===== src/rtl/spi_host_ctrl_if.sv =====
// Command/data handshake bundle for the SPI register-slave initiator.
//   master : client side (issues commands, supplies write bytes, takes read bytes)
//   slave  : controller side (spi_host_ctrl)
// Signals: cmd_valid/cmd_ready/cmd_write/cmd_addr/cmd_len, tx_valid/tx_ready/tx_data,
//          rx_valid/rx_data, busy, done.
interface spi_host_ctrl_if #(
  parameter int unsigned LEN_W = 8
);
  logic             cmd_valid;
  logic             cmd_ready;
  logic             cmd_write;
  logic [6:0]       cmd_addr;
  logic [LEN_W-1:0] cmd_len;
  logic             tx_valid;
  logic             tx_ready;
  logic [7:0]       tx_data;
  logic             rx_valid;
  logic [7:0]       rx_data;
  logic             busy;
  logic             done;

  modport master (
    output cmd_valid, cmd_write, cmd_addr, cmd_len, tx_valid, tx_data,
    input  cmd_ready, tx_ready, rx_valid, rx_data, busy, done
  );

  modport slave (
    input  cmd_valid, cmd_write, cmd_addr, cmd_len, tx_valid, tx_data,
    output cmd_ready, tx_ready, rx_valid, rx_data, busy, done
  );
endinterface


===== src/rtl/spi_host_ctrl.sv =====
// SPI mode-0 initiator for the on-chip SPI register slave (test / bring-up path).
// Frame: {is_write, addr[6:0]} then cmd_len data bytes, MSB first; cs is active high.
// Ports:
//   clk, rstn      system clock, async active-low reset
//   bus (slave)    command, write-byte stream, read-byte return, busy/done
//   loopback       (only with SPI_HOST_LOOPBACK_EN) sample mosi instead of miso
//   sclk, cs, mosi SPI outputs (idle 0)
//   miso           SPI input, sampled on sclk rising edges
// Optional feature macro: SPI_HOST_LOOPBACK_EN.
module spi_host_ctrl #(
  parameter int unsigned CLK_DIV = 2,
  parameter int unsigned LEN_W   = 8
) (
  input  logic            clk,
  input  logic            rstn,
  spi_host_ctrl_if.slave  bus,
`ifdef SPI_HOST_LOOPBACK_EN
  input  logic            loopback,
`endif
  output logic            sclk,
  output logic            cs,
  output logic            mosi,
  input  logic            miso
);

  localparam int unsigned DIV_W = (CLK_DIV > 1) ? $clog2(CLK_DIV) : 1;
  localparam int unsigned HP_W  = 4;

  typedef enum logic [2:0] {IDLE, SETUP, SHIFT, LOAD, HOLD} state_t;

  state_t           state;
  logic [DIV_W-1:0] div_cnt;
  logic [HP_W-1:0]  hp_cnt;
  logic [7:0]       shreg;
  logic [7:0]       rx_shreg;
  logic [7:0]       nxt_byte;
  logic             have_nxt;
  logic [LEN_W-1:0] bytes_left;
  logic             is_wr;
  logic             is_addr;
  logic             cmd_ready_q;
  logic             tx_ready_q;
  logic             rx_valid_q;
  logic [7:0]       rx_data_q;
  logic             busy_q;
  logic             done_q;

  logic tick_c;
  logic more_c;
  logic take_c;
  logic sample_c;

  assign tick_c = (div_cnt == DIV_W'(CLK_DIV - 1));
  // Another data byte follows the byte currently on the wire.
  assign more_c = is_addr ? (bytes_left != '0) : (bytes_left != LEN_W'(1));
  assign take_c = tx_ready_q & bus.tx_valid;

`ifdef SPI_HOST_LOOPBACK_EN
  assign sample_c = loopback ? mosi : miso;
`else
  assign sample_c = miso;
`endif

  assign bus.cmd_ready = cmd_ready_q;
  assign bus.tx_ready  = tx_ready_q;
  assign bus.rx_valid  = rx_valid_q;
  assign bus.rx_data   = rx_data_q;
  assign bus.busy      = busy_q;
  assign bus.done      = done_q;

  // Frame sequencer. The next write byte is fetched during the last sclk-high
  // half of the current byte so a ready stream sees no inter-byte gap; if none
  // has arrived by byte end the engine parks in LOAD with sclk low, cs high.
  always_ff @(posedge clk or negedge rstn) begin
    if (!rstn) begin
      state       <= IDLE;
      div_cnt     <= '0;
      hp_cnt      <= '0;
      shreg       <= '0;
      rx_shreg    <= '0;
      nxt_byte    <= '0;
      have_nxt    <= 1'b0;
      bytes_left  <= '0;
      is_wr       <= 1'b0;
      is_addr     <= 1'b0;
      cmd_ready_q <= 1'b1;
      tx_ready_q  <= 1'b0;
      rx_valid_q  <= 1'b0;
      rx_data_q   <= '0;
      busy_q      <= 1'b0;
      done_q      <= 1'b0;
      sclk        <= 1'b0;
      cs          <= 1'b0;
      mosi        <= 1'b0;
    end else begin
      rx_valid_q <= 1'b0;
      done_q     <= 1'b0;
      div_cnt    <= tick_c ? '0 : div_cnt + DIV_W'(1);

      unique case (state)
        IDLE: begin
          busy_q      <= 1'b0;
          cmd_ready_q <= 1'b1;
          if (bus.cmd_valid && cmd_ready_q) begin
            is_wr       <= bus.cmd_write;
            is_addr     <= 1'b1;
            bytes_left  <= bus.cmd_len;
            shreg       <= {bus.cmd_write, bus.cmd_addr};
            mosi        <= bus.cmd_write;
            cs          <= 1'b1;
            cmd_ready_q <= 1'b0;
            busy_q      <= 1'b1;
            have_nxt    <= 1'b0;
            div_cnt     <= '0;
            hp_cnt      <= '0;
            state       <= SETUP;
          end
        end

        SETUP: begin
          if (tick_c) begin
            hp_cnt <= '0;
            state  <= SHIFT;
          end
        end

        SHIFT: begin
          if (take_c) begin
            nxt_byte   <= bus.tx_data;
            have_nxt   <= 1'b1;
            tx_ready_q <= 1'b0;
          end
          if (tick_c) begin
            hp_cnt <= hp_cnt + HP_W'(1);
            if (!hp_cnt[0]) begin
              // Rising edge: sample; after the 8th one open the write-byte window.
              sclk     <= 1'b1;
              rx_shreg <= {rx_shreg[6:0], sample_c};
              if (hp_cnt == HP_W'(14) && is_wr && more_c && !have_nxt)
                tx_ready_q <= 1'b1;
            end else begin
              sclk <= 1'b0;
              if (hp_cnt != HP_W'(15)) begin
                shreg <= {shreg[6:0], 1'b0};
                mosi  <= shreg[6];
              end else begin
                // Byte end.
                is_addr <= 1'b0;
                if (!is_addr) begin
                  bytes_left <= bytes_left - LEN_W'(1);
                  if (!is_wr) begin
                    rx_data_q  <= rx_shreg;
                    rx_valid_q <= 1'b1;
                  end
                end
                if (!more_c) begin
                  state <= HOLD;
                end else if (!is_wr) begin
                  shreg <= 8'h00;
                  mosi  <= 1'b0;
                end else if (have_nxt) begin
                  shreg    <= nxt_byte;
                  mosi     <= nxt_byte[7];
                  have_nxt <= 1'b0;
                end else if (take_c) begin
                  shreg    <= bus.tx_data;
                  mosi     <= bus.tx_data[7];
                  have_nxt <= 1'b0;
                end else begin
                  state <= LOAD;
                end
              end
            end
          end
        end

        LOAD: begin
          if (take_c) begin
            shreg      <= bus.tx_data;
            mosi       <= bus.tx_data[7];
            tx_ready_q <= 1'b0;
            div_cnt    <= '0;
            state      <= SETUP;
          end
        end

        HOLD: begin
          if (tick_c) begin
            cs     <= 1'b0;
            sclk   <= 1'b0;
            mosi   <= 1'b0;
            done_q <= 1'b1;
            state  <= IDLE;
          end
        end

        default: state <= IDLE;
      endcase
    end
  end

endmodule


===== src/flat_wrapper.sv =====
// flat-port wrapper written by rule: the top's interface ports become plain ports
module spi_host_ctrl_flat 
#(
  parameter int unsigned CLK_DIV = 2,
  parameter int unsigned LEN_W   = 8
)
  (clk, rstn, sclk, cs, mosi, miso, bus_cmd_valid, bus_cmd_write, bus_cmd_addr, bus_cmd_len, bus_tx_valid, bus_tx_data, bus_cmd_ready, bus_tx_ready, bus_rx_valid, bus_rx_data, bus_busy, bus_done);
  spi_host_ctrl_if #(.LEN_W(LEN_W)) bus_i ();
  input  logic clk;
  input  logic rstn;
  output logic sclk;
  output logic cs;
  output logic mosi;
  input  logic miso;
  input wire logic [$bits(bus_i.cmd_valid)-1:0] bus_cmd_valid;
  input wire logic [$bits(bus_i.cmd_write)-1:0] bus_cmd_write;
  input wire logic [$bits(bus_i.cmd_addr)-1:0] bus_cmd_addr;
  input wire logic [$bits(bus_i.cmd_len)-1:0] bus_cmd_len;
  input wire logic [$bits(bus_i.tx_valid)-1:0] bus_tx_valid;
  input wire logic [$bits(bus_i.tx_data)-1:0] bus_tx_data;
  output wire logic [$bits(bus_i.cmd_ready)-1:0] bus_cmd_ready;
  output wire logic [$bits(bus_i.tx_ready)-1:0] bus_tx_ready;
  output wire logic [$bits(bus_i.rx_valid)-1:0] bus_rx_valid;
  output wire logic [$bits(bus_i.rx_data)-1:0] bus_rx_data;
  output wire logic [$bits(bus_i.busy)-1:0] bus_busy;
  output wire logic [$bits(bus_i.done)-1:0] bus_done;
  assign bus_i.cmd_valid = bus_cmd_valid;
  assign bus_i.cmd_write = bus_cmd_write;
  assign bus_i.cmd_addr = bus_cmd_addr;
  assign bus_i.cmd_len = bus_cmd_len;
  assign bus_i.tx_valid = bus_tx_valid;
  assign bus_i.tx_data = bus_tx_data;
  assign bus_cmd_ready = bus_i.cmd_ready;
  assign bus_tx_ready = bus_i.tx_ready;
  assign bus_rx_valid = bus_i.rx_valid;
  assign bus_rx_data = bus_i.rx_data;
  assign bus_busy = bus_i.busy;
  assign bus_done = bus_i.done;
  spi_host_ctrl #(.CLK_DIV(CLK_DIV), .LEN_W(LEN_W)) u_core (.clk(clk), .rstn(rstn), .bus(bus_i), .sclk(sclk), .cs(cs), .mosi(mosi), .miso(miso));
endmodule

===== config.mk =====
export PLATFORM = sky130hd
export DESIGN_NAME = spi_host_ctrl_flat
export DESIGN_NICKNAME = d
export VERILOG_FILES = /design/src/rtl/spi_host_ctrl_if.sv /design/src/rtl/spi_host_ctrl.sv /design/src/flat_wrapper.sv
export SDC_FILE = /design/constraint.sdc
export NUM_CORES = 1
export LEC_CHECK = 0
export ABC_AREA = 1
export ABC_CLOCK_PERIOD_IN_PS = 3300
export BUFFER_PORTS_ARGS = -buffer_cell sky130_fd_sc_hd__buf_2
export CAP_MARGIN = 20
export CELL_PAD_IN_SITES_DETAIL_PLACEMENT = 1
export CELL_PAD_IN_SITES_GLOBAL_PLACEMENT = 1
export CORE_UTILIZATION = 45
export DETAILED_ROUTE_END_ITERATION = 10
export PLACE_DENSITY = 0.95
export SYNTH_ARGS = -nofsm -noshare
export SYNTH_HDL_FRONTEND = slang
export SYNTH_SLANG_ARGS = --single-unit

===== constraint.sdc =====
create_clock -name clk -period 3.3 [get_ports clk]
set_input_delay 0.165 -clock clk [delete_from_list [all_inputs] [get_ports clk]]
set_output_delay 0.165 -clock clk [all_outputs]
set_load 0.03 [all_outputs]

## Word level (Yosys, flattened, before mapping)

Index checks and enable logic that the tools add are counted.

| word-level totals | value |
|---|---|
| register bits | 59 |
| logic and storage cells | 153 |
| input port bits | 29 |

| cells by class | value |
|---|---|
| mux-type cells | 80 |
| bitwise gates (word level) | 5 |
| add/sub/neg operators | 3 |
| reductions and logical operators | 27 |
| equality and inequality tests | 19 |

Operators with widths:

| cell | count |
|---|---|
| 8-bit two-way mux | 13 |
| 1-bit two-way mux | 42 |
| 3-bit two-way mux | 11 |
| 8-bit one-hot mux with 3 select lines | 1 |
| 6-bit AND reduction | 3 |
| 8-bit one-hot mux with 2 select lines | 1 |
| 3-bit one-hot mux with 5 select lines | 1 |
| 4-bit two-way mux | 3 |
| 2-bit by 1-bit inequality test with 1-bit output (second input constant) | 6 |
| 1-bit one-hot mux with 2 select lines | 6 |
| 4-bit one-hot mux with 3 select lines | 1 |
| 10-bit AND reduction | 1 |
| 5-bit AND reduction | 2 |
| 3-bit AND reduction | 3 |
| 8-bit by 1-bit inequality test with 1-bit output (second input constant) | 1 |
| 2-bit nonzero test | 4 |
| 8-bit nonzero test | 1 |
| 8-bit by 1-bit subtractor with 8-bit output (second input constant) | 1 |
| 3-bit by 2-bit == test with 1-bit output (second input constant) | 2 |
| 3-bit inequality test (second input constant) | 2 |
| 2-bit AND reduction | 3 |
| 3-bit nonzero test | 2 |
| 4-bit by 1-bit adder with 4-bit output (second input constant) | 1 |
| 4-bit == test (second input constant) | 1 |
| other kinds (15) | 22 |

## Depth between registers and ports, before layout

Gate-level depths: netlist (run 1).

| logic depth | value |
|---|---|
| depth in word-level cells | 10 |
| depth in mapped cells | 11 |

## Least setup slack after synthesis (run 1)

No wires, ideal clock.

| path | value |
|---|---|
| kind | register to register |
| start | register u_core.tx_ready_q (netlist: u_core.bus.tx_ready) |
| end | register u_core.state[1] |
| setup time | 0.116 ns |
| cell stages (with the launch flop) | 10 |
| data required time | 3.184 ns |
| path slack | 1.746 ns |
| data arrival time | 1.437 ns |
| path buffers | 1 |
| path through | dfrtp_1 -> nand2_1 -> clkbuf_1 -> nand2_1 -> o21ai_0 -> nor2_1 -> nor2_2 -> nand2_1 -> nand2_1 -> nand2_1 |

| on the way | value |
|---|---|
| longest elaborated chain between the ends | 3 |
| elaborated cells between the ends (all ways) | 4 |
| classes of those cells | eq/ne (2); bitwise (1); reduce/logical (1) |

RTL lines:

| item | line | text |
|---|---|---|
| start, declared | spi_host_ctrl.sv:42 | `logic tx_ready_q;` |
| start signal, assigned | spi_host_ctrl.sv:87 | `tx_ready_q <= 1'b0;` |
| start signal, assigned | spi_host_ctrl.sv:131 | `tx_ready_q <= 1'b0;` |
| start signal, assigned | spi_host_ctrl.sv:140 | `tx_ready_q <= 1'b1;` |
| 1-bit bitwise AND (*) | spi_host_ctrl.sv:56 | `assign take_c = tx_ready_q & bus.tx_valid;` |
| 3-bit inequality test (no source line) / 2-bit by 1-bit inequality test with 1-bit output (equally long branches) | n/a |  |
| 10-bit AND reduction (no source line) (*) | n/a |  |
| end signal, assigned | spi_host_ctrl.sv:76 | `state <= IDLE;` |
| end signal, assigned | spi_host_ctrl.sv:116 | `state <= SETUP;` |
| end signal, assigned | spi_host_ctrl.sv:123 | `state <= SHIFT;` |
| end, declared | spi_host_ctrl.sv:31 | `state_t state;` |

Every way passes the cells marked *; elsewhere a longest branch is shown, timed or not.
A chain may end at the register's enable or synchronous reset.

## Worst setup path in the final report (run 1)

| path | value |
|---|---|
| start | register u_core.state[0] |
| end | register u_core.state[2] |

| on the way | value |
|---|---|
| longest elaborated chain between the ends | 3 |
| elaborated cells between the ends (all ways) | 17 |
| classes of those cells | eq/ne (14); mux (1); reduce/logical (2) |

RTL lines:

| item | line | text |
|---|---|---|
| 3-bit by 2-bit == test with 1-bit output (tied with other cells) | spi_host_ctrl.sv:100 | `unique case (state)` |
| 3-bit inequality test (no source line) (tied with other cells) | n/a |  |
| 10-bit AND reduction (no source line) | n/a |  |

Several ways; a longest one is shown, not always the timed one.

==> flow_summary.json, run 1 <==
{
  "ys_warn_count": 0,
  "globalplace.congestion": 0.908,
  "synth_nets": 480,
  "critPathCaptureType": "flip-flop",
  "areaGrowthSynthToFinish_pct": 16.0,
  "vias": 3336,
  "regArea_um2": 1450,
  "drt_iter0_markers": 180,
  "clk_latency_ps": 350,
  "clockBufferDepth": 2,
  "internal-power_uw": 1980,
  "r2r_start": "u_core.state[0]",
  "final_cell_area_um2": 3860,
  "synth_seq_area_share_pct": 43.7,
  "n_fill_cell": 927,
  "dpl_cell_area_um2": 3600,
  "p_leak_uw": 0.00204,
  "hold_path_depth": 3,
  "cts_tree": "built",
  "netlist_area_um2": 3330,
  "avgSynthCellArea_um2": 7.46,
  "power-per-cell-area_nw_per_um2": 973,
  "setup_viol": 0,
  "cp_slowest_cell": "dfrtp_1",
  "r2r-end": "u_core.state[2]",
  "grt_pass1_wl_um": 17900,
  "peakVddDrop_mv": 0.369,
  "whs_endpoint": "u_core.nxt_byte[2]",
  "antenna_left": 0,
  "diodes": 0,
  "clk_pin_slew_worst_paths_ps": 80,
  "slew_violations": 0,
  "finalCritPeriodShare_pct": 58.8,
  "post_cts_buffers": 0,
  "cts_root_buf": "clkbuf_8",
  "path_cells": "nor2_4 -> nand2_4 -> inv_4 -> o21ai_0 -> nor2_1 -> nor2_2 -> nand3_1 -> nand2_1",
  "cts_resized": 0,
  "start_util_pct": 47.7,
  "hpwl_um": 7070,
  "hold_class": "in2reg",
  "clock-sinks": 58,
  "max_stage_delay_ps": 490,
  "num_rows": 30,
  "drt-pass1-iter-count": 4,
  "grt-ovfl-total": 0,
  "timing.final.hold_violations": 0,
  "switching_share_pct": 47.2,
  "setup.worst_path.class": "reg2reg",
  "antenna_found_initial": 0,
  "yosysUniqueCellTypes": 35,
  "p_switching_uw": 1770,
  "critPathArrivalTime_ps": 2190,
  "track_usage_pct": 31.1,
  "portBuffers": 44,
  "die_y_um": 88.0,
  "clkPwrFrac_pct": 22.9,
  "cp_data_required_time_ps": 3550,
  "wl_per_cell_um": 18.1,
  "slew_headroom_pct": 40.6,
  "path_delay_family": "simple AND/OR/NAND/NOR gates",
  "p_comb_share_pct": 45.5,
  "layout_commonest_cell": "nand2_1",
  "hp-start": "bus_tx_data[2]",
  "reg2reg_depth": 8,
  "htreeDepth": 3,
  "fmax_mhz": 515,
  "status": "completed",
  "grt_max_degree": 37,
  "via_per_inst": 5.62,
  "p_seq_share_pct": 31.6,
  "crit_buf_inv": 1,
  "ys_ff_latch": 58,
  "totalNegativeSetupSlack_ps": 0,
  "skew_ps": 13.3,
  "io_pins": 45,
  "crit_fanout": 25,
  "routed_wl_um": 10800,
  "post-route-drc-count": 0,
  "cp-start-kind": "flip-flop",
  "grt_setup_unrepaired": "false",
  "nNetsFinal": 527,
  "mostFrequentLayoutCells": "nand2_1 (171), dfrtp_1 (57), nand3_1 (49)",
  "multi_input_area_um2": 1640,
  "die_x_um": 88.0,
  "rrSetupSlack_ps": 1360,
  "period_minus_slack_ps": 1940,
  "drv_cap": 0,
  "die_area_um2": 7740,
  "numCtsBuffers": 9,
  "grt_pass1_vias": 3723,
  "tightest_slew_ps": 892,
  "drive_above_1_share_pct": 20.1,
  "synthCells": 446,
  "core_um2": 6980
}
-- final cells by class --
class	instances	share of cell area (%)
Multi-Input combinational cell	337	42.6
Sequential cell	58	37.6
Timing Repair Buffer	46	6.16
Inverter	41	4.05
Clock inverter	7	3.24
Clock buffer	9	3.21
Tap cell	96	3.11
-- repair_timing --
action / 4_1_cts / 5_1_grt
endpoints found under the setup margin: 0 / 0
endpoints found under the hold margin: 35 / 0
hold buffers: 1 / 0
-- cells in the mapped netlist, drive strengths merged --
cell type    n  share of area (%)
o31ai        3               0.83
nand2      177                 21
nor3         3               0.75
nand3       50                7.7
dfstp        1               0.79
ha           5                1.9
dfrtp       57                 43
nand4        7                2.1
a21oi       11                1.7
o211ai       1               0.38
nand3b       2               0.45
inv         41                4.7
o21ai       35                5.6
mux2         1               0.34
a31oi        1               0.19
or2          8                1.5
nor2        32                5.2
o21a         1               0.23
buf          8                2.0
clkbuf       2               0.23
-- power by group through the flow --
stage	registers [µW]	logic, µW	clock network (µW)
5_1_grt	1210	1890	884
3_5_place_dp	1190	1610	0
3_3_place_gp	1170	1520	0
2_1_floorplan	1150	1230	0
4_1_cts	1180	1690	857
6_report	1190	1710	858
-- per-stage QoR --
step | utilization (%) | power [µW] | hold WS, ps | worst slack [ps] | std cells
floorplan | - | 2380 | -131 | 1750 | 446
global placement | 51.6 | 2680 | 316 | 1540 | 577
detailed placement | 51.6 | 2800 | 323 | 1440 | 577
CTS | 55.3 | 3730 | 53.7 | 1400 | 594
global route | 55.3 | 3990 | 70.6 | 1150 | 594
finish | 55.3 | 3750 | 56.8 | 1360 | 594
-- worst reg2reg max path: stages, from the launching register on --
cell     delay (ps)
dfrtp_1         490
nor2_4          190
nand2_4         230
inv_4           290
o21ai_0         140
nor2_1          200
nor2_2          100
nand3_1         120
nand2_1          70
-- flip-flops by register name, indices dropped and copies added, names as in the netlist, 3 cells and up --
register,cells
u_core.bus.rx_data,8
u_core.hp_cnt,4
u_core.shreg,7
u_core.nxt_byte,8
u_core.rx_shreg,8
u_core.state,3
u_core.bytes_left,8
-- per-layer routing --
metal | vias to the layer above | wire, µm | track usage [%]
li1 | 1527 | - | -
met1 | 1659 | 4380 | 35.0
met3 | 44 | 437 | 5.75
met5 | - | 0 | 0
met2 | 106 | 5480 | 53.8
met4 | 0 | 480 | 20.4
-- worst max path at each step --
| stage | start | end | slack (ps) | depth (start not counted) |
|---|---|---|---|---|
| finish | u_core.state[0] | u_core.state[2] | 1360 | 8 |
| global route | u_core.state[0] | u_core.shreg[0] | 1150 | 7 |
| CTS | u_core.state[0] | u_core.shreg[6] | 1400 | 7 |
| detailed placement | u_core.state[0] | u_core.shreg[5] | 1440 | 7 |
| global placement | u_core.state[0] | u_core.shreg[0] | 1540 | 7 |
| floorplan | u_core.bus.tx_ready | u_core.state[1] | 1750 | 9 |
-- cell families (layout without fill, tap and decap cells) --
family,Yosys count,in the layout,share of synthesized area (%)
AO/OA/AOI/OAI,52,52,8.88
AND/OR/NAND/NOR,279,279,38.3
buffers and inverters,51,103,6.96
multiplexers,1,1,0.338
adder cells (fa/ha/maj),5,5,1.88
flip-flops,58,58,43.7
No activity file was read; power rests on OpenSTA's default activity.
==> run 2, diff against run 1 <==
--- a/config.mk
+++ b/config.mk
@@ -6,14 +6,14 @@
 export NUM_CORES = 1
 export LEC_CHECK = 0
 export ABC_AREA = 1
-export ABC_CLOCK_PERIOD_IN_PS = 3300
+export ABC_CLOCK_PERIOD_IN_PS = 1600
 export BUFFER_PORTS_ARGS = -buffer_cell sky130_fd_sc_hd__buf_2
 export CAP_MARGIN = 20
 export CELL_PAD_IN_SITES_DETAIL_PLACEMENT = 1
 export CELL_PAD_IN_SITES_GLOBAL_PLACEMENT = 1
-export CORE_UTILIZATION = 45
+export CORE_UTILIZATION = 38
 export DETAILED_ROUTE_END_ITERATION = 10
-export PLACE_DENSITY = 0.95
+export PLACE_DENSITY = 0.87
 export SYNTH_ARGS = -nofsm -noshare
 export SYNTH_HDL_FRONTEND = slang
 export SYNTH_SLANG_ARGS = --single-unit
==> constraint.sdc (replaced) <==
create_clock -name clk -period 1.6 [get_ports clk]
set_input_delay 0.08 -clock clk [delete_from_list [all_inputs] [get_ports clk]]
set_output_delay 0.08 -clock clk [all_outputs]
set_load 0.03 [all_outputs]
==> run 2 against run 1 <==
  * The flow now finishes with violations (negative setup slack)
  * Flip-flop and latch count did not move
  * Sequential share of layout area fell by 4.6 points
  * Maximum frequency rose by 11%
  * Non-clock buffer count rose by 47
  * Global-route usage fell by 6.8 points
  * Cell area rose by 14%
  * Count of clock-buffer cells in the layout did not move
  * Die area rose by 18%
  * Via count rose by 5.5%
  * Worst hold slack got worse by 55 ps
  * Clock power rose by 100%
  * Critical path depth rose by 4
  * Critical endpoint is now u_core.state[0]
  * Largest power group unchanged
==> flow_summary.json, run 2 (synthesized netlist as in run 1, its figures left out) <==
{
  "antenna_found_initial": 0,
  "setup.worst_path.class": "reg2reg",
  "switching_share_pct": 45.9,
  "r2r-end": "u_core.state[0]",
  "violations": "negative setup slack",
  "rrSetupSlack_ps": -140,
  "whs_endpoint": "u_core.nxt_byte[6]",
  "final_cell_area_um2": 4410,
  "routed_wl_um": 12000,
  "via_per_inst": 5.41,
  "fin_cells": 650,
  "slew_headroom_pct": 72.1,
  "grt_pass1_vias": 3539,
  "areaGrowthSynthToFinish_pct": 32.6,
  "reg2reg_depth": 12,
  "clk_pin_slew_worst_paths_ps": 80,
  "r2r_start": "u_core.bytes_left[0]",
  "cp_slowest_cell": "dfrtp_1",
  "p_switching_uw": 4020,
  "drt-pass1-iter-count": 4,
  "drv_cap": 0,
  "layout_commonest_cell": "nand2_1",
  "cpMostUsedCell": "nand2_2",
  "dpl_cell_area_um2": 3800,
  "clkPwrFrac_pct": 20.0,
  "setup_viol": 9,
  "cp-start-kind": "flip-flop",
  "grt_pass1_wl_um": 16600,
  "hp-start": "bus_tx_data[6]",
  "fmax_mhz": 574,
  "p_seq_share_pct": 28.4,
  "p_comb_share_pct": 51.6,
  "numCtsBuffers": 9,
  "path_cells": "inv_2 -> ha_4 -> inv_2 -> nand2_2 -> nand2_2 -> nor2_4 -> buf_4 -> nand2_1 -> nand2_2 -> nand3_1 -> nand3_1 -> nand2_1",
  "wl_per_cell_um": 18.5,
  "timing.final.hold_violations": 0,
  "die_y_um": 95.6,
  "cts_root_buf": "clkbuf_8",
  "num_rows": 33,
  "totalNegativeSetupSlack_ps": -476,
  "p_leak_uw": 0.00228,
  "post-route-drc-count": 0,
  "skew_ps": 12.2,
  "fin_util_pct": 52.9,
  "start_util_pct": 39.9,
  "clk_latency_ps": 360,
  "die_area_um2": 9130,
  "period_minus_slack_ps": 1740,
  "diodes": 0,
  "globalplace.congestion": 0.849,
  "n_fill_cell": 1049,
  "slew_violations": 0,
  "clockBufferDepth": 2,
  "max_stage_delay_ps": 430,
  "hpwl_um": 7470,
  "cp_data_required_time_ps": 1840,
  "peakVddDrop_mv": 0.720,
  "crit_fanout": 3,
  "io_pins": 45,
  "nNetsFinal": 574,
  "htreeDepth": 3,
  "antenna_left": 0,
  "vias": 3519,
  "fin_ws_ps": -144,
  "portBuffers": 44,
  "status": "finished, violations left",
  "critPathArrivalTime_ps": 1990,
  "die_x_um": 95.6,
  "tightest_slew_ps": 418,
  "hold_path_depth": 3,
  "drt_iter0_markers": 251,
  "critPathCaptureType": "flip-flop",
  "power-per-cell-area_nw_per_um2": 1980,
  "internal-power_uw": 4730,
  "dpl.cell_count": 610,
  "hold_class": "in2reg",
  "grt_max_degree": 30,
  "finalCritPeriodShare_pct": 109,
  "mostFrequentLayoutCells": "nand2_1 (166), dfrtp_1 (53), nand3_1 (48)",
  "cts_tree": "built",
  "track_usage_pct": 24.3,
  "clock-sinks": 58,
  "core_um2": 8340,
  "grt-ovfl-total": 0,
  "drive_above_1_share_pct": 30.1,
  "grt_setup_unrepaired": "true"
}
-- run 2: changes by cell type in the layout (fill, tap and decap cells not counted), sizes merged --
cell | before | now
inv | 43 | 42
buf | 45 | 85
dlygate4sd3 | 1 | 8
clkinv | 2 | 3
-- run 2: worst max path at each step --
stage / endpoint / startpoint / cells after the start / slack, ps
2_1_floorplan: u_core.state[1] / u_core.bus.tx_ready / 9 / 50
3_3_place_gp: u_core.bytes_left[5] / u_core.state[1] / 8 / 20
3_5_place_dp: u_core.shreg[6] / u_core.state[1] / 7 / -50
4_1_cts: u_core.bytes_left[5] / u_core.state[1] / 8 / 3
5_1_grt: u_core.state[0] / u_core.bytes_left[0] / 12 / -180
6_report: u_core.state[0] / u_core.bytes_left[0] / 12 / -140
-- run 2: power groups by stage --
| stage | sequential [µW] | combinational (µW) | clock (µW) |
|---|---|---|---|
| 6_report | 2490 | 4520 | 1750 |
| 5_1_grt | 2530 | 4940 | 1820 |
| 4_1_cts | 2400 | 3670 | 1760 |
| 3_5_place_dp | 2420 | 3570 | 0 |
| 3_3_place_gp | 2380 | 3370 | 0 |
| 2_1_floorplan | 2380 | 2540 | 0 |
-- run 2: critical path: cells and delay by family, from the launching register on --
kind                       cells  cell delay, ps
buffers and inverters          3             280
and+or+nand+nor                8             790
DFF                            1             430
adders and majority gates      1             140
-- run 2: layout make-up --
cell class | count | area, µm² | share of cell area, %
clock buffer | 9 | 124 | 2.81
clock inverter | 7 | 125 | 2.84
inverter | 41 | 161 | 3.66
multi-input combinational | 337 | 1780 | 40.3
sequential | 58 | 1460 | 33.0
tap | 105 | 131 | 2.98
timing repair buffer | 93 | 637 | 14.4
-- run 2: per-layer routing --
| layer | up-vias | wire [µm] | track usage (%) |
|---|---|---|---|
| met1 | 1760 | 4930 | 27.1 |
| met5 | - | 0 | 0 |
| met3 | 33 | 424 | 3.67 |
| met2 | 103 | 6360 | 45.5 |
| li1 | 1623 | - | - |
| met4 | 0 | 297 | 9.95 |
-- run 2: timing repair --
item | in CTS | in global routing
setup endpoints to repair | 9 | 38
pin swaps | 1 | 16
hold buffers | 8 | 0
buffers inserted | 0 | 16
endpoints found under the hold margin | 49 | 0
resized for setup | 4 | 37
gates cloned | 0 | 0
-- run 2: stage by stage --
| stage | worst slack (ps) | hold WS [ps] | total power (µW) |
|---|---|---|---|
| 4_1_cts | 3.40 | 2.36 | 7840 |
| 3_5_place_dp | -48.6 | 22.2 | 5990 |
| 2_1_floorplan | 46.3 | -216 | 4920 |
| 6_report | -144 | 1.93 | 8750 |
| 5_1_grt | -182 | 11.2 | 9300 |
| 3_3_place_gp | 20.5 | 16.3 | 5750 |
==> run 3, diff against run 2 <==
--- a/config.mk
+++ b/config.mk
@@ -5,15 +5,14 @@
 export SDC_FILE = /design/constraint.sdc
 export NUM_CORES = 1
 export LEC_CHECK = 0
-export ABC_AREA = 1
 export ABC_CLOCK_PERIOD_IN_PS = 1600
 export BUFFER_PORTS_ARGS = -buffer_cell sky130_fd_sc_hd__buf_2
 export CAP_MARGIN = 20
 export CELL_PAD_IN_SITES_DETAIL_PLACEMENT = 1
 export CELL_PAD_IN_SITES_GLOBAL_PLACEMENT = 1
-export CORE_UTILIZATION = 38
+export CORE_UTILIZATION = 40
 export DETAILED_ROUTE_END_ITERATION = 10
-export PLACE_DENSITY = 0.87
+export PLACE_DENSITY = 0.86
 export SYNTH_ARGS = -nofsm -noshare
 export SYNTH_HDL_FRONTEND = slang
 export SYNTH_SLANG_ARGS = --single-unit
==> run 3 against run 2 <==
  * The run still ends with negative setup slack left
  * Combinational power increased by 6.4%
  * Clock skew is 3.0 ps higher
  * First-iteration DRC count is 19% lower
  * Sequential power decreased by 2%
  * Worst setup slack lost 140 ps
  * Flip-flop and latch count stayed put
  * Synthesized cell count is 35% lower
  * Power is 0.98% higher
==> flow_summary.json, run 3 <==
{
  "status": "finished, violations left",
  "violations": "negative setup slack",
  "io_pins": 45,
  "synthArstFlopShare_pct": 100,
  "place_worst_setup_slack_ps": -359,
  "grt_max_degree": 37,
  "synth_nets": 325,
  "vias": 3243,
  "antenna_left": 0,
  "fmax_mhz": 532,
  "drv_cap": 0,
  "p_comb_share_pct": 54.4,
  "drt-pass1-iter-count": 5,
  "grt-ovfl-total": 0,
  "grt_pass1_wl_um": 19200,
  "synth_common_cells": "dfrtp_1 (57), o21ai_0 (30), mux2_2 (26), nand2_1 (24), a21oi_1 (15)",
  "die_area_um2": 8100,
  "hold_class": "in2reg",
  "dpl_cell_area_um2": 3860,
  "mostFrequentLayoutCells": "buf_4 (62), dfrtp_1 (51), buf_2 (44)",
  "portBuffers": 44,
  "drt_iter0_markers": 203,
  "yosysMostFrequentCell": "dfrtp_1",
  "grt_setup_unrepaired": "true",
  "clockBufferDepth": 2,
  "dpl.cell_count": 478,
  "period_minus_slack_ps": 1880,
  "num_rows": 31,
  "track_usage_pct": 31.1,
  "clock-sinks": 58,
  "synth_ff_type": "dfrtp_1",
  "htreeDepth": 3,
  "cp_data_required_time_ps": 1830,
  "tightest_slew_ps": 466,
  "areaGrowthSynthToFinish_pct": 55.1,
  "avgSynthCellArea_um2": 10.6,
  "layout_commonest_cell": "buf_4",
  "start_util_pct": 42.0,
  "routed_wl_um": 13800,
  "clkPwrFrac_pct": 17.9,
  "synth_seq_area_share_pct": 46.9,
  "ys_warn_count": 0,
  "slew_headroom_pct": 69.0,
  "synthCells": 291,
  "die_y_um": 90.0,
  "timing.final.hold_violations": 0,
  "ys_top_cells_by_area": "dfrtp_1 (46%), mux2_2 (9.5%), o21ai_0 (4.8%)",
  "p_leak_uw": 0.00213,
  "skew_ps": 15.1,
  "switching_share_pct": 43.0,
  "ys_ff_latch": 58,
  "p_seq_share_pct": 27.7,
  "diodes": 0,
  "die_x_um": 90.0,
  "netlist_area_um2": 3100,
  "yosys.area.top_type": "dfrtp_1",
  "drive_above_1_share_pct": 55.9,
  "post-route-drc-count": 0,
  "finalCritPeriodShare_pct": 118,
  "critPathCaptureType": "flip-flop",
  "clk_latency_ps": 370,
  "yosysTopAreaCellShare_pct": 46.0,
  "totalNegativeSetupSlack_ps": -5740,
  "grt_pass1_vias": 3368,
  "crit_fanout": 7,
  "fin_ws_ps": -280,
  "final_cell_area_um2": 4810,
  "core_um2": 7370,
  "yosysUniqueCellTypes": 55,
  "critPathArrivalTime_ps": 2110,
  "hpwl_um": 6510,
  "wl_per_cell_um": 26.1,
  "power-per-cell-area_nw_per_um2": 1840,
  "fin_cells": 530,
  "via_per_inst": 6.12,
  "cts_root_buf": "clkbuf_8",
  "synth_edf_count": 0,
  "internal-power_uw": 5030,
  "p_switching_uw": 3800,
  "slew_violations": 0,
  "cts_tree": "built",
  "numCtsBuffers": 9,
  "cp-start-kind": "flip-flop",
  "peakVddDrop_mv": 1.18,
  "setup.worst_path.class": "reg2reg",
  "nNetsFinal": 460,
  "finalPower_uw": 8840,
  "setup_viol": 39,
  "globalplace.congestion": 0.805,
  "antenna_found_initial": 0,
  "clk_pin_slew_worst_paths_ps": 80
}
==> run 3: worst max-delay path: stages, from the launching register on <==
cell	delay [ps]
dfrtp_1	420
ha_4	160
and3_4	230
buf_4	220
mux2i_1	250
o221ai_1	170
o21ai_0	170
o21ai_1	120
==> run 3: layer usage <==
metal / wire [µm] / GRT usage [%] / share of wire, %
met5: 0 / 0 / 0
met1: 5680 / 39.6 / 41
met3: 881 / 8.21 / 6.4
met4: 531 / 14.1 / 3.8
met2: 6720 / 49.6 / 49
==> run 3: timing repair <==
action                                  in CTS  in global routing
buffers inserted                            10                 12
endpoints found under the setup margin      41                 52
gates resized for setup                     50                 72
pin swaps                                   19                 14
hold endpoints to repair                    67                  1
cloned                                       3                  0
hold buffers                                11                  1
==> run 3: cells by family (layout without fill, tap and decap cells) <==
group                    after synthesis  count (layout)  share of synthesized area (%)
buffers and inverters                 23             162                           3.11
AND/OR/NAND/NOR                       82              83                           15.7
flip-flops                            58              58                           46.9
AO/OA/AOI/OAI                         82              82                           17.9
multiplexers                          41              41                           14.5
adder cells (fa/ha/maj)                5               5                           2.02
==> run 3: cell type report <==
class	count	area (µm²)
clock inverter	5	77.6
sequential	58	1460
tap	99	124
fill	781	2560
inverter	8	36.3
timing repair buffer	138	1040
multi-input combinational	211	1920
clock buffer	11	141
==> run 3: final timing paths <==
path | startpoint | endpoint | slack (ps) | depth (start not counted)
worst max-delay path | u_core.hp_cnt[1] | u_core.shreg[6] | -280 | 7
worst min-delay path | bus_cmd_len[4] | u_core.bytes_left[4] | 30 | 3
worst max register to register | u_core.hp_cnt[1] | u_core.shreg[6] | -280 | 7
worst min register to register | u_core.cs | u_core.cs | 490 | 2
max in group asynchronous | rstn | u_core.hp_cnt[0] | 920 | 3
min in group asynchronous | rstn | u_core.nxt_byte[2] | 250 | 3
==> run 3: per-stage QoR <==
step,util (%),hold slack (ps)
6_report,65.2,27.8
5_1_grt,65.2,68.7
4_1_cts,60.3,4.58
3_5_place_dp,52.4,97.7
3_3_place_gp,52.4,96.8
2_1_floorplan,-,-216
==> run 3: power by group through the flow <==
stage / registers, µW / clock network, µW / logic [µW]
after detailed placement: 2360 / 0 / 3150
after global placement: 2330 / 0 / 3000
after global routing: 2490 / 1650 / 5050
after floorplan: 2360 / 0 / 1850
final: 2450 / 1580 / 4810
after CTS: 2360 / 1560 / 3730
